`src/rtl/vram_write_queue_if.sv`:
```
`default_nettype none
// +----------------------------------------------------------------------+
// | vram_write_queue_if: CPU write port / controller read port of queue  |
// | Rev 1.0                                                              |
// +----------------------------------------------------------------------+
interface vram_write_queue_if #(
  parameter int DATA_WIDTH    = 16,
  parameter int ADDRESS_WIDTH = 16,
  parameter int INDEX_WIDTH   = 3
);
  logic                     flush;
  logic                     clear_errors;
  logic                     write_request;
  logic [ADDRESS_WIDTH-1:0] write_address;
  logic [DATA_WIDTH-1:0]    write_data;
  logic                     read_request;
  logic [ADDRESS_WIDTH-1:0] read_address;
  logic [DATA_WIDTH-1:0]    read_data;
  logic [INDEX_WIDTH:0]     items_count;
  logic                     full;
  logic                     empty;
  logic                     almost_full;
  logic                     almost_empty;
  logic                     overrun;
  logic                     underrun;

  modport master (
    output flush, clear_errors, write_request, write_address, write_data, read_request,
    input  read_address, read_data, items_count, full, empty,
           almost_full, almost_empty, overrun, underrun
  );

  modport slave (
    input  flush, clear_errors, write_request, write_address, write_data, read_request,
    output read_address, read_data, items_count, full, empty,
           almost_full, almost_empty, overrun, underrun
  );
endinterface
`default_nettype wire

```
`src/rtl/vram_write_queue.sv`:
```
`default_nettype none
// +----------------------------------------------------------------------+
// | vram_write_queue: FWFT {address,data} VRAM write buffer with flags,  |
// | flush, sticky errors and optional same-address coalescing. Rev 1.0   |
// +----------------------------------------------------------------------+
module vram_write_queue #(
  parameter int DATA_WIDTH         = 16,
  parameter int ADDRESS_WIDTH      = 16,
  parameter int INDEX_WIDTH        = 3,
  parameter int ALMOST_FULL_LEVEL  = 6,
  parameter int ALMOST_EMPTY_LEVEL = 1,
  parameter int COALESCE           = 1
) (
  input  wire logic         clk,
  input  wire logic         reset,
  vram_write_queue_if.slave bus
);
  localparam int                     c_depth        = 1 << INDEX_WIDTH;
  localparam logic [INDEX_WIDTH:0]   c_depth_count  = (INDEX_WIDTH+1)'(c_depth);
  localparam logic [INDEX_WIDTH:0]   c_cnt_one      = (INDEX_WIDTH+1)'(1);
  localparam logic [INDEX_WIDTH-1:0] c_idx_one      = INDEX_WIDTH'(1);
  localparam logic [INDEX_WIDTH:0]   c_af_level     = (INDEX_WIDTH+1)'(ALMOST_FULL_LEVEL);
  localparam logic [INDEX_WIDTH:0]   c_ae_level     = (INDEX_WIDTH+1)'(ALMOST_EMPTY_LEVEL);

  logic [ADDRESS_WIDTH-1:0] r_addr_mem [c_depth];
  logic [DATA_WIDTH-1:0]    r_data_mem [c_depth];

  logic [INDEX_WIDTH:0]     r_wr_ptr;
  logic [INDEX_WIDTH:0]     r_rd_ptr;
  logic [INDEX_WIDTH:0]     r_count;
  logic                     r_overrun;
  logic                     r_underrun;

  logic [INDEX_WIDTH-1:0]   w_wr_idx;
  logic [INDEX_WIDTH-1:0]   w_rd_idx;
  logic [INDEX_WIDTH-1:0]   w_newest_idx;
  logic                     w_full;
  logic                     w_empty;
  logic                     w_coalesce;
  logic                     w_read_ok;
  logic                     w_write_ok;
  logic                     w_overrun_evt;
  logic                     w_underrun_evt;
  logic [INDEX_WIDTH:0]     w_count_next;

  assign w_wr_idx     = r_wr_ptr[INDEX_WIDTH-1:0];
  assign w_rd_idx     = r_rd_ptr[INDEX_WIDTH-1:0];
  assign w_newest_idx = w_wr_idx - c_idx_one;
  assign w_full       = (r_count == c_depth_count);
  assign w_empty      = (r_count == '0);

  // A read that would pop the only entry must not absorb a write into it,
  // otherwise the new data would leave with the popped entry.
  generate
    if (COALESCE != 0) begin : g_coalesce
      assign w_coalesce = bus.write_request && !w_empty
                          && (r_addr_mem[w_newest_idx] == bus.write_address)
                          && !(bus.read_request && (r_count == c_cnt_one));
    end else begin : g_no_coalesce
      assign w_coalesce = 1'b0;
    end
  endgenerate

  assign w_read_ok      = bus.read_request && !w_empty;
  assign w_write_ok     = bus.write_request && !w_coalesce && (!w_full || bus.read_request);
  assign w_overrun_evt  = bus.write_request && !w_coalesce && !w_write_ok;
  assign w_underrun_evt = bus.read_request && w_empty;

  always_comb begin
    w_count_next = r_count;
    if (w_write_ok && !w_read_ok) begin
      w_count_next = r_count + c_cnt_one;
    end else if (!w_write_ok && w_read_ok) begin
      w_count_next = r_count - c_cnt_one;
    end
  end

  always_ff @(posedge clk) begin
    if (reset) begin
      r_wr_ptr   <= '0;
      r_rd_ptr   <= '0;
      r_count    <= '0;
      r_overrun  <= 1'b0;
      r_underrun <= 1'b0;
    end else if (bus.flush) begin
      r_wr_ptr <= '0;
      r_rd_ptr <= '0;
      r_count  <= '0;
    end else begin
      if (w_write_ok) begin
        r_wr_ptr <= r_wr_ptr + c_cnt_one;
      end
      if (w_read_ok) begin
        r_rd_ptr <= r_rd_ptr + c_cnt_one;
      end
      r_count    <= w_count_next;
      // A new error in the clearing cycle keeps the flag set.
      r_overrun  <= w_overrun_evt  || (r_overrun  && !bus.clear_errors);
      r_underrun <= w_underrun_evt || (r_underrun && !bus.clear_errors);
    end
  end

  // Storage is not reset; only the pointers qualify its contents.
  always_ff @(posedge clk) begin
    if (!reset && !bus.flush) begin
      if (w_write_ok) begin
        r_addr_mem[w_wr_idx] <= bus.write_address;
        r_data_mem[w_wr_idx] <= bus.write_data;
      end else if (w_coalesce) begin
        r_data_mem[w_newest_idx] <= bus.write_data;
      end
    end
  end

  assign bus.read_address = r_addr_mem[w_rd_idx];
  assign bus.read_data    = r_data_mem[w_rd_idx];
  assign bus.items_count  = r_count;
  assign bus.full         = w_full;
  assign bus.empty        = w_empty;
  assign bus.almost_full  = (r_count >= c_af_level);
  assign bus.almost_empty = (r_count <= c_ae_level);
  assign bus.overrun      = r_overrun;
  assign bus.underrun     = r_underrun;
endmodule
`default_nettype wire

```
`src/flat_wrapper.sv`:
```
// flat-port wrapper written by rule: the top's interface ports become plain ports
module vram_write_queue_flat 
#(
  parameter int DATA_WIDTH         = 16,
  parameter int ADDRESS_WIDTH      = 16,
  parameter int INDEX_WIDTH        = 3,
  parameter int ALMOST_FULL_LEVEL  = 6,
  parameter int ALMOST_EMPTY_LEVEL = 1,
  parameter int COALESCE           = 1
)
  (clk, reset, bus_flush, bus_clear_errors, bus_write_request, bus_write_address, bus_write_data, bus_read_request, bus_read_address, bus_read_data, bus_items_count, bus_full, bus_empty, bus_almost_full, bus_almost_empty, bus_overrun, bus_underrun);
  vram_write_queue_if #(.DATA_WIDTH(DATA_WIDTH), .ADDRESS_WIDTH(ADDRESS_WIDTH), .INDEX_WIDTH(INDEX_WIDTH)) bus_i ();
  input  wire logic clk;
  input  wire logic reset;
  input wire logic [$bits(bus_i.flush)-1:0] bus_flush;
  input wire logic [$bits(bus_i.clear_errors)-1:0] bus_clear_errors;
  input wire logic [$bits(bus_i.write_request)-1:0] bus_write_request;
  input wire logic [$bits(bus_i.write_address)-1:0] bus_write_address;
  input wire logic [$bits(bus_i.write_data)-1:0] bus_write_data;
  input wire logic [$bits(bus_i.read_request)-1:0] bus_read_request;
  output wire logic [$bits(bus_i.read_address)-1:0] bus_read_address;
  output wire logic [$bits(bus_i.read_data)-1:0] bus_read_data;
  output wire logic [$bits(bus_i.items_count)-1:0] bus_items_count;
  output wire logic [$bits(bus_i.full)-1:0] bus_full;
  output wire logic [$bits(bus_i.empty)-1:0] bus_empty;
  output wire logic [$bits(bus_i.almost_full)-1:0] bus_almost_full;
  output wire logic [$bits(bus_i.almost_empty)-1:0] bus_almost_empty;
  output wire logic [$bits(bus_i.overrun)-1:0] bus_overrun;
  output wire logic [$bits(bus_i.underrun)-1:0] bus_underrun;
  assign bus_i.flush = bus_flush;
  assign bus_i.clear_errors = bus_clear_errors;
  assign bus_i.write_request = bus_write_request;
  assign bus_i.write_address = bus_write_address;
  assign bus_i.write_data = bus_write_data;
  assign bus_i.read_request = bus_read_request;
  assign bus_read_address = bus_i.read_address;
  assign bus_read_data = bus_i.read_data;
  assign bus_items_count = bus_i.items_count;
  assign bus_full = bus_i.full;
  assign bus_empty = bus_i.empty;
  assign bus_almost_full = bus_i.almost_full;
  assign bus_almost_empty = bus_i.almost_empty;
  assign bus_overrun = bus_i.overrun;
  assign bus_underrun = bus_i.underrun;
  vram_write_queue #(.DATA_WIDTH(DATA_WIDTH), .ADDRESS_WIDTH(ADDRESS_WIDTH), .INDEX_WIDTH(INDEX_WIDTH), .ALMOST_FULL_LEVEL(ALMOST_FULL_LEVEL), .ALMOST_EMPTY_LEVEL(ALMOST_EMPTY_LEVEL), .COALESCE(COALESCE)) u_core (.clk(clk), .reset(reset), .bus(bus_i));
endmodule
```
`config.mk`:
```
export PLATFORM = sky130hd
export DESIGN_NAME = vram_write_queue_flat
export DESIGN_NICKNAME = d
export VERILOG_FILES = /design/src/rtl/vram_write_queue_if.sv /design/src/rtl/vram_write_queue.sv /design/src/flat_wrapper.sv
export SDC_FILE = /design/constraint.sdc
export NUM_CORES = 1
export LEC_CHECK = 0
export CORE_ASPECT_RATIO = 0.9
export CORE_MARGIN = 5
export CORE_UTILIZATION = 50
export DETAILED_ROUTE_END_ITERATION = 16
export DONT_BUFFER_PORTS = 1
export PLACE_DENSITY = 0.63
export SETUP_SLACK_MARGIN = 0.5
export SLEW_MARGIN = 20
export SYNTH_ARGS = -nofsm -noshare
export SYNTH_HDL_FRONTEND = slang
export SYNTH_SLANG_ARGS = --single-unit
export TNS_END_PERCENT = 5
```
`constraint.sdc`:
```
create_clock -name clk -period 7.49 [get_ports clk]
set_input_delay 1.498 -clock clk [delete_from_list [all_inputs] [get_ports clk]]
set_output_delay 1.498 -clock clk [all_outputs]
set_load 0.05 [all_outputs]
```
==> metrics, run 1 <==
I/O Pins=80; routability cong.=0.7799; CTS buffer count=28; CTS resizes=0; Vias=5,835; WP data required=7.90 ns; Hold Path Origin=u_core.r_rd_ptr[1]; Hold Vio Cnt, Final=0; reg2reg setup slack=2.07 ns; hold buffer count at CTS=0; CP arrival=5.83 ns; DR pass1 iterations=5; DRT iter0 DRCs=483; Root Driver=clkbuf_16; ys async rst share=0%; Lkg Pwr=4.055 nW; core box area=0.02334 mm^2; initial core utilization=50.63%; Main synth FF type=edfxtp_1; Post-DRT Antenna Nets=0; GRT Total Usage=18.28%; Critical Path Stages=16; Overflow after GRT=0; clock sink count=271; Detailed Place HPWL=14,650 um; CTS Buffer Depth=3; CP Class=register to register; synthesized flop and latch total=271; delay-heaviest family, CP=simple AND/OR/NAND/NOR gates; final instance area=0.01317 mm^2; run status=completed; setup bufs post-CTS=0; Die Y=155.9 um; Setup Total Neg Slack=0 ns; skew final=0.01192 ns; share of cells above drive strength 1=32.28%; worst r2r src=u_core.r_wr_ptr[0]; synthesized cell area=0.01182 mm^2; period utilization=72.42%; largest net degree at the start of global routing=53; number of synthesized flops with an enable pin=256; Tightest Pin Transition=1.093 ns; # diodes=0; initial antenna violation count=0; final slew viol count=0; crit start category=register; r2r worst-path depth=16; max-cap violation count=0; Yosys top cell area share=65.04%; peak supply drop=0.1641 mV; R2R Path End=u_core.bus.items_count[3]; wire length per cell=25.73 um; RSZ-0062 raised after global routing=no; first-pass GRT wire length=37,150 um; Final Critical Period=5.424 ns; Cell variety after synth=45; PortBufs=0; critical-path cell with the highest stage delay=nor4_4; Crit. End Element=register; final setup fails=0; cell accounting for the most synthesized area=edfxtp_1; Synth Area per Inst=19.63 um^2; worst-path maximum fanout=24; Power Dens Cells=251.1 mW/mm^2; Cells after Synth=602; CTS tree=yes; CTS clk-pin slew, worst paths=0.06 ns; WL final=24,030 um; Peak Freq=184.4 MHz; syn_nets=648; Relative slew margins=27.16%; clk_lat worst skew=0.53 ns; Via density=6.247; synth top area cells=edfxtp_1, mux4_2, mux2_2; Seq/Total Area, Yosys=67.58%; die area=0.02682 mm^2; dpl cell area=0.01220 mm^2; number of core rows=53; Die X=172.1 um; Area Growth Syn to Fin=11.42%; fin nets=658; max incr delay on CP=0.91 ns; final hold slack=0.4787 ns; # DRC=0; HP Class=register to register; fillers=1,773; H-tree depth=1; vias in the first global route=6,064; crit-path cells=inv_2 > ha_1 > xor2_2 > buf_4 > mux4_2 > xor2_1 > a2111oi_0 > mux2i_1 > nor4_4 > or2_1 > inv_2 > ha_1 > or4_1 > a21oi_1 > xnor2_1 > nor2_1; Hold Path Depth=2; synth warn=0; worst path bufs/invs=3
-- power breakdown --
group	total, mW	internal, mW	leakage, nW	switching, mW
Combinational	0.219	0.0800	1.17	0.139
Sequential	1.69	1.67	2.43	0.0229
Clock	1.40	0.852	0.459	0.543
Total	3.31	2.60	4.06	0.705
-- sequential cells by signal, indices dropped and copies added (netlist names), named ones only --
name                    count
u_core.r_wr_ptr             3
u_core.r_data_mem         128
u_core.bus.overrun          1
u_core.r_addr_mem         128
u_core.bus.items_count      4
u_core.r_rd_ptr             3
u_core.bus.underrun         1
-- cells in the final DEF (no fill, tap or decap), drive strengths merged, types with 3 or more instances in the layout --
| master | instances |
|---|---|
| clkinv | 9 |
| nand2 | 9 |
| clkbuf | 37 |
| inv | 7 |
| nor2 | 16 |
| mux2 | 32 |
| nand3 | 7 |
| o31ai | 3 |
| xor2 | 28 |
| o21ai | 4 |
| nor4 | 8 |
| ha | 8 |
| edfxtp | 256 |
| or2 | 3 |
| a21oi | 13 |
| mux2i | 13 |
| and3 | 3 |
| mux4 | 93 |
| or3 | 3 |
| nand4 | 7 |
| bufinv | 3 |
| nand2b | 4 |
| buf | 14 |
| nor3 | 5 |
| o21bai | 4 |
| dfxtp | 15 |
| xnor2 | 10 |
-- layer usage --
metal | track usage [%] | vias to the layer above | routed length [um]
li1 | - | 2522 | -
met1 | 26.80 | 3102 | 10380
met2 | 28.48 | 178 | 11640
met3 | 3.750 | 33 | 1508
met4 | 4.865 | 0 | 503
met5 | 0 | - | 0
-- logic make-up after synthesis --
group | Yosys count | synth area share [%]
AO/OA/AOI/OAI | 33 | 1.800
multiplexers | 138 | 21.87
adder cells (fa/ha/maj) | 8 | 0.8470
AND/OR/NAND/NOR | 72 | 3.377
flip-flops | 271 | 67.58
buffers and inverters | 42 | 1.641
XOR/XNOR | 38 | 2.880
-- synth_stat cells (2+ instances only) --
cell type	count
a21oi_1	13
and3_1	3
buf_1	7
buf_2	5
buf_6	4
clkbuf_1	18
dfxtp_1	15
edfxtp_1	256
ha_1	8
inv_1	5
inv_2	2
mux2_2	32
mux2i_1	13
mux4_2	93
nand2_1	9
nand2b_1	4
nand3_1	7
nand4_1	7
nor2_1	16
nor3_1	5
nor3b_1	2
nor4_1	7
o211ai_1	2
o21a_1	2
o21ai_0	3
o21bai_1	4
o31ai_1	3
or2_2	2
or3_1	3
or4_1	2
xnor2_1	10
xor2_1	27
-- tightest hold or removal path, stage by stage (launching register included) --
cell	delay [ns]
dfxtp_1	0.31
nand2_1	0.05
a21oi_1	0.07
-- area by class of cell --
cell class,instances,area (um^2),share of cell area [%]
inverter,8,30.03,0.2280
clock inverter,13,138.9,1.055
multi-input combinational,289,3714,28.20
timing repair buffer,14,105.1,0.7981
clock buffer,37,805.8,6.119
sequential,271,7998,60.73
tap,302,377.9,2.869
-- worst max path at each step --
stage / from / to / slack (ns)
5_1_grt: u_core.r_wr_ptr[0] / u_core.bus.items_count[3] / 1.60
6_report: u_core.r_wr_ptr[0] / u_core.bus.items_count[3] / 2.07
2_1_floorplan: u_core.r_wr_ptr[0] / u_core.r_data_mem[4][0] / 1.98
3_3_place_gp: u_core.r_wr_ptr[0] / u_core.r_data_mem[0][13] / 2.01
3_5_place_dp: u_core.r_wr_ptr[0] / u_core.r_data_mem[0][13] / 1.79
4_1_cts: u_core.r_wr_ptr[0] / u_core.r_data_mem[0][12] / 1.76
-- per-stage QoR --
step           utilization, %  std cells  power, mW  worst slack, ns
3_3_place_gp            52.27        884      1.942            2.006
6_report                56.42        934      3.306            2.066
4_1_cts                 56.32        934      3.335            1.759
5_1_grt                 56.42        934      3.419            1.601
2_1_floorplan               -        602      1.906            1.977
3_5_place_dp            52.27        884      1.945            1.786
No activity file was read; power rests on OpenSTA's default activity.
==> run 2: changes to the inputs <==
PLACE_DENSITY = 0.66   (was 0.63)
clock period = 4.9 ns   (was 7.49 ns; I/O delays follow)
==> run 2 against run 1 <==
  * Combinational power is 56% higher
  * Critical path depth stayed put
  * Global-route usage is 0.27 points higher
  * Clock skew is 0.0016 ns higher
  * Non-clock buffer count is 14 higher
  * Fmax is 28% higher
  * Die area stayed put
  * Largest cell class unchanged
  * Via count is 1.7% higher
  * Critical endpoint unchanged
  * Critical path type unchanged
  * Final area is 1.5% higher
  * Worst setup slack worse by 1.4 ns
==> metrics, run 2 (same netlist as run 1, synthesis figures left out) <==
final hold slack=0.4753 ns; Overall Power=5.188 mW; Via density=6.251; commonest non-fill, non-tap cells in the layout=edfxtp_1, mux4_2, mux2_2; Final Critical Period=4.233 ns; fillers=1,736; R2R Path End=u_core.bus.items_count[3]; Setup Total Neg Slack=0 ns; delay-heaviest family, CP=simple AND/OR/NAND/NOR gates; Hold Path Origin=u_core.r_rd_ptr[1]; crit-path cells=inv_1 > ha_1 > xor2_2 > buf_4 > mux4_2 > xor2_1 > a2111oi_0 > mux2i_1 > nor4_4 > or2_1 > inv_2 > ha_1 > or4_1 > a21oi_1 > xnor2_1 > nor2_1; Vias=5,932; fin nets=672; peak supply drop=0.2532 mV; number of core rows=53; CTS clk-pin slew, worst paths=0.06 ns; Root Driver=clkbuf_16; die area=0.02682 mm^2; vias in the first global route=6,202; first-pass GRT wire length=37,490 um; clock sink count=271; worst r2r src=u_core.r_wr_ptr[1]; DRT iter0 DRCs=440; WP data required=5.31 ns; hold buffer count at CTS=0; Hold Path Depth=2; max-cap violation count=0; clk_lat worst skew=0.54 ns; Die Y=155.9 um; worst path bufs/invs=3; Lkg Pwr=4.137 nW; RSZ-0062 raised after global routing=no; WL final=24,260 um; worst-path maximum fanout=16; routability cong.=0.7886; worst slack at placement=0.6194 ns; wire length per cell=25.56 um; post-route setup slack=0.6674 ns; CP arrival=4.64 ns; CTS tree=yes; CTS buffer count=28; initial core utilization=50.63%; share of cells above drive strength 1=33.38%; Power Dens Cells=388.3 mW/mm^2; commonest non-fill, non-tap cell in the layout=edfxtp_1; crit start category=register; period utilization=86.38%; core box area=0.02334 mm^2; largest net degree at the start of global routing=49; run status=completed; final setup fails=0; H-tree depth=1; skew final=0.01354 ns; max incr delay on CP=0.49 ns; # diodes=0; Relative slew margins=27.57%; HP Class=register to register; DR pass1 iterations=4; most used cell, CP=ha_1; Post-DRT Antenna Nets=0; Final Util=57.25%; reg2reg setup slack=0.67 ns; initial antenna violation count=0; GRT Total Usage=18.55%; Peak Freq=236.3 MHz; CP Class=register to register; Hold Vio Cnt, Final=0; Tightest Pin Transition=1.086 ns; r2r worst-path depth=16; final slew viol count=0; I/O Pins=80; CTS Buffer Depth=3; Area Growth Syn to Fin=13.06%; Crit. End Element=register; # DRC=0; critical-path cell with the highest stage delay=dfxtp_1; Overflow after GRT=0; PortBufs=0; Die X=172.1 um; Detailed Place HPWL=14,860 um
## run 2: cell types whose count changed in the layout (fill, tap and decap cells not counted), sizes merged
| cell | delta |
|---|---|
| clkbuf | -6 |
| clkinv | +3 |
| bufinv | +4 |
| buf | +14 |
## run 2: worst register-to-register path: cells and delay by family (launching register included)
kind	cells	cell delay [ns]
compound gates	2	0.56
xor+xnor	3	0.49
fa+ha+maj	2	0.51
buf+inv	3	0.44
flops	1	0.49
mux	2	0.59
simple gates	4	1.04
## run 2: power by group
group	switching (mW)	leakage [nW]	internal [mW]	total, mW
Clock	0.845	0.480	1.41	2.26
Sequential	0.0392	2.43	2.55	2.59
Combinational	0.214	1.23	0.128	0.342
Total	1.10	4.14	4.09	5.19
## run 2: area by class of cell
| class | instances | area [um^2] | area share [%] |
|---|---|---|---|
| multi-input cells | 289 | 3722 | 27.86 |
| repair buffers | 28 | 239.0 | 1.788 |
| well taps | 302 | 377.9 | 2.828 |
| flip-flops and latches | 271 | 7998 | 59.85 |
| clock buffers | 31 | 711.9 | 5.328 |
| inverters | 8 | 30.03 | 0.2247 |
| clock inverters | 20 | 284.0 | 2.125 |
## run 2: routing by layer
layer  vias to the layer above  part of all wire [%]  routed length (um)  track usage [%]
met4                         0                   2.0                 480            3.930
met2                       168                    48               11760            29.90
li1                       2545                     -                   -                -
met5                         -                     0                   0                0
met1                      3181                    44               10600            26.67
met3                        38                   5.8                1409            3.927
## run 2: per-stage QoR
stage / instance area (um^2) / instances
after CTS: 13350 / 949
after detailed placement: 12360 / 898
final: 13360 / 949
after global routing: 13360 / 949
after global placement: 12360 / 898
after floorplan: 11850 / 602
## run 2: timing repair
| item | CTS | global route |
|---|---|---|
| endpoints found under the setup margin | 0 | 18 |
| resized for setup | 0 | 2 |
| setup buffers | 0 | 0 |
## run 2: worst max-delay path by stage
stage / start / end / slack [ns] / cells after the start
after floorplan: u_core.r_wr_ptr[0] / u_core.r_data_mem[7][0] / 0.21 / 14
after global placement: u_core.r_wr_ptr[1] / u_core.bus.items_count[3] / 0.71 / 16
after detailed placement: u_core.r_wr_ptr[1] / u_core.bus.items_count[3] / 0.62 / 16
after CTS: u_core.r_wr_ptr[1] / u_core.bus.items_count[3] / 0.58 / 16
after global routing: u_core.r_wr_ptr[1] / u_core.bus.items_count[3] / 0.50 / 16
final: u_core.r_wr_ptr[1] / u_core.bus.items_count[3] / 0.67 / 16
==> run 3: changes to the inputs <==
CTS_CLUSTER_SIZE = 24   (was unset)
PLACE_DENSITY = 0.63   (was 0.66)
clock period = 4 ns   (was 4.9 ns; I/O delays follow)
==> run 3 against run 2 <==
  * Final area grew 3.1%
  * Clock skew grew 0.0066 ns
  * Largest power group unchanged
  * Die area unchanged
  * Power rose by 16%
  * Register-to-register slack worse by 0.32 ns
  * Clock-buffer cell count grew 2
  * Routed wire length increased by 5.1%
  * Sequential share of layout area decreased by 1.8 points
  * Cell count grew 3.4%
  * Non-clock buffer count grew 35
  * First-iteration DRC count increased by 15%
  * Clock power rose by 4%
==> metrics, run 3 (same netlist as run 1, synthesis figures left out) <==
run status=completed; worst-path maximum fanout=9; max-cap violation count=0; final instance area=0.01378 mm^2; sequential share of power=52.4%; share of cells above drive strength 1=38.73%; period utilization=91.26%; wire length per cell=25.99 um; final hold slack=0.3250 ns; clk_lat worst skew=0.54 ns; Hold Path Origin=reset; core box area=0.02334 mm^2; RSZ-0062 raised after global routing=yes; Peak Freq=273.9 MHz; busiest layer in global routing=met2; CTS tree=yes; Die X=172.1 um; worst r2r src=u_core.r_wr_ptr[0]; routability cong.=0.7995; fin nets=706; HP Class=primary input to register; DRT iter0 DRCs=506; GRT Total Usage=19.03%; Hold Vio Cnt, Final=0; Die Y=155.9 um; WL final=25,500 um; M2 GR Usage=30.23%; crit start category=register; combinational power share=8.4%; first-pass GRT wire length=38,320 um; clock sink count=271; Root Driver=clkbuf_16; Tightest Pin Transition=0.6149 ns; commonest non-fill, non-tap cell in the layout=edfxtp_1; initial core utilization=50.63%; WP data required=4.41 ns; Relative slew margins=58.66%; CTS clk-pin slew, worst paths=0.07 ns; Via density=6.178; I/O Pins=80; commonest non-fill, non-tap cells in the layout=edfxtp_1, mux4_2, buf_4; hold buffer count at CTS=0; CTS Buffer Depth=3; Clock Power Share=39.2%; fillers=1,681; H-tree depth=1; CTS buffer count=27; Area Growth Syn to Fin=16.61%; number of core rows=53; Post-DRT Antenna Nets=0; dpl cell area=0.01259 mm^2; Vias=6,061; final slew viol count=0; Overflow after GRT=0; Crit. End Element=register; post-route setup slack=0.3497 ns; crit path from=u_core.r_wr_ptr[0]; # diodes=0; die area=0.02682 mm^2; peak supply drop=0.3106 mV; Detailed Place HPWL=15,380 um; vias in the first global route=6,287; largest net degree at the start of global routing=37; Overall Power=6.013 mW; Final Critical Period=3.650 ns; met3 Usage GRT=4.332%; # DRC=0; Pint=4.679 mW; worst slack at placement=0.01091 ns; CP arrival=4.06 ns; skew final=0.02018 ns; Switching Fraction=22.19%; final setup fails=0; initial antenna violation count=0; Lkg Pwr=4.316 nW; global routing usage on met1=27.71%; CP Class=register to register; DR pass1 iterations=5; Power Dens Cells=436.3 mW/mm^2; P_sw=1.335 mW; PortBufs=0
run 3: cell type report:
cell class                      count  area, um^2  share of cell area [%]
Multi-Input combinational cell    289        3877                   28.13
Sequential cell                   271        8001                   58.06
Inverter                            8       37.54                  0.2724
Timing Repair Buffer               63       671.9                   4.875
Clock buffer                       33       698.2                   5.066
Clock inverter                     15       117.6                  0.8534
Tap cell                          302       377.9                   2.742
run 3: routing by layer:
layer | up-vias | wire length [um]
li1 | 2608 | -
met5 | - | 0
met2 | 251 | 12220
met1 | 3164 | 10800
met3 | 38 | 2096
met4 | 0 | 380
run 3: final timing paths:
kind / to / slack [ns] / depth (start not counted)
setup / recovery: u_core.bus.items_count[3] / 0.35 / 15
hold / removal: u_core.bus.overrun / 0.33 / 1
setup reg to reg: u_core.bus.items_count[3] / 0.35 / 15
hold reg to reg: register / 0.47 / 2
run 3: what timing repair did:
item,in CTS,in global routing
pin swaps,6,11
hold endpoints to repair,0,0
buffers inserted,9,12
cloned,0,2
setup endpoints to repair,260,178
resized for setup,13,21
run 3: power groups by stage:
stage | clock (mW) | combinational (mW) | sequential (mW)
2_1_floorplan | 0 | 0.370 | 3.21
4_1_cts | 2.40 | 0.489 | 3.15
3_3_place_gp | 0 | 0.460 | 3.21
5_1_grt | 2.52 | 0.534 | 3.15
3_5_place_dp | 0 | 0.463 | 3.21
6_report | 2.36 | 0.504 | 3.15
run 3: through the flow:
stage / std cells / utilization (%) / setup TNS (ns)
floorplan: 602 / - / -0.8338
global placement: 910 / 53.94 / 0
detailed placement: 910 / 53.94 / 0
CTS: 967 / 58.07 / 0
global route: 981 / 59.04 / 0
finish: 981 / 59.04 / 0
run 3: worst max-delay path, cell delays in order, from the launching register on:
cell and delay (ns):
dfxtp_4 0.40, inv_8 0.04, ha_4 0.31, buf_12 0.15
mux4_2 0.30, xor2_1 0.16, o31ai_1 0.45, o2111ai_2 0.22
nor4_4 0.34, or2_1 0.19, inv_2 0.07, ha_4 0.18
or4_4 0.41, a21oi_2 0.14, xnor2_1 0.12, nor2_1 0.05
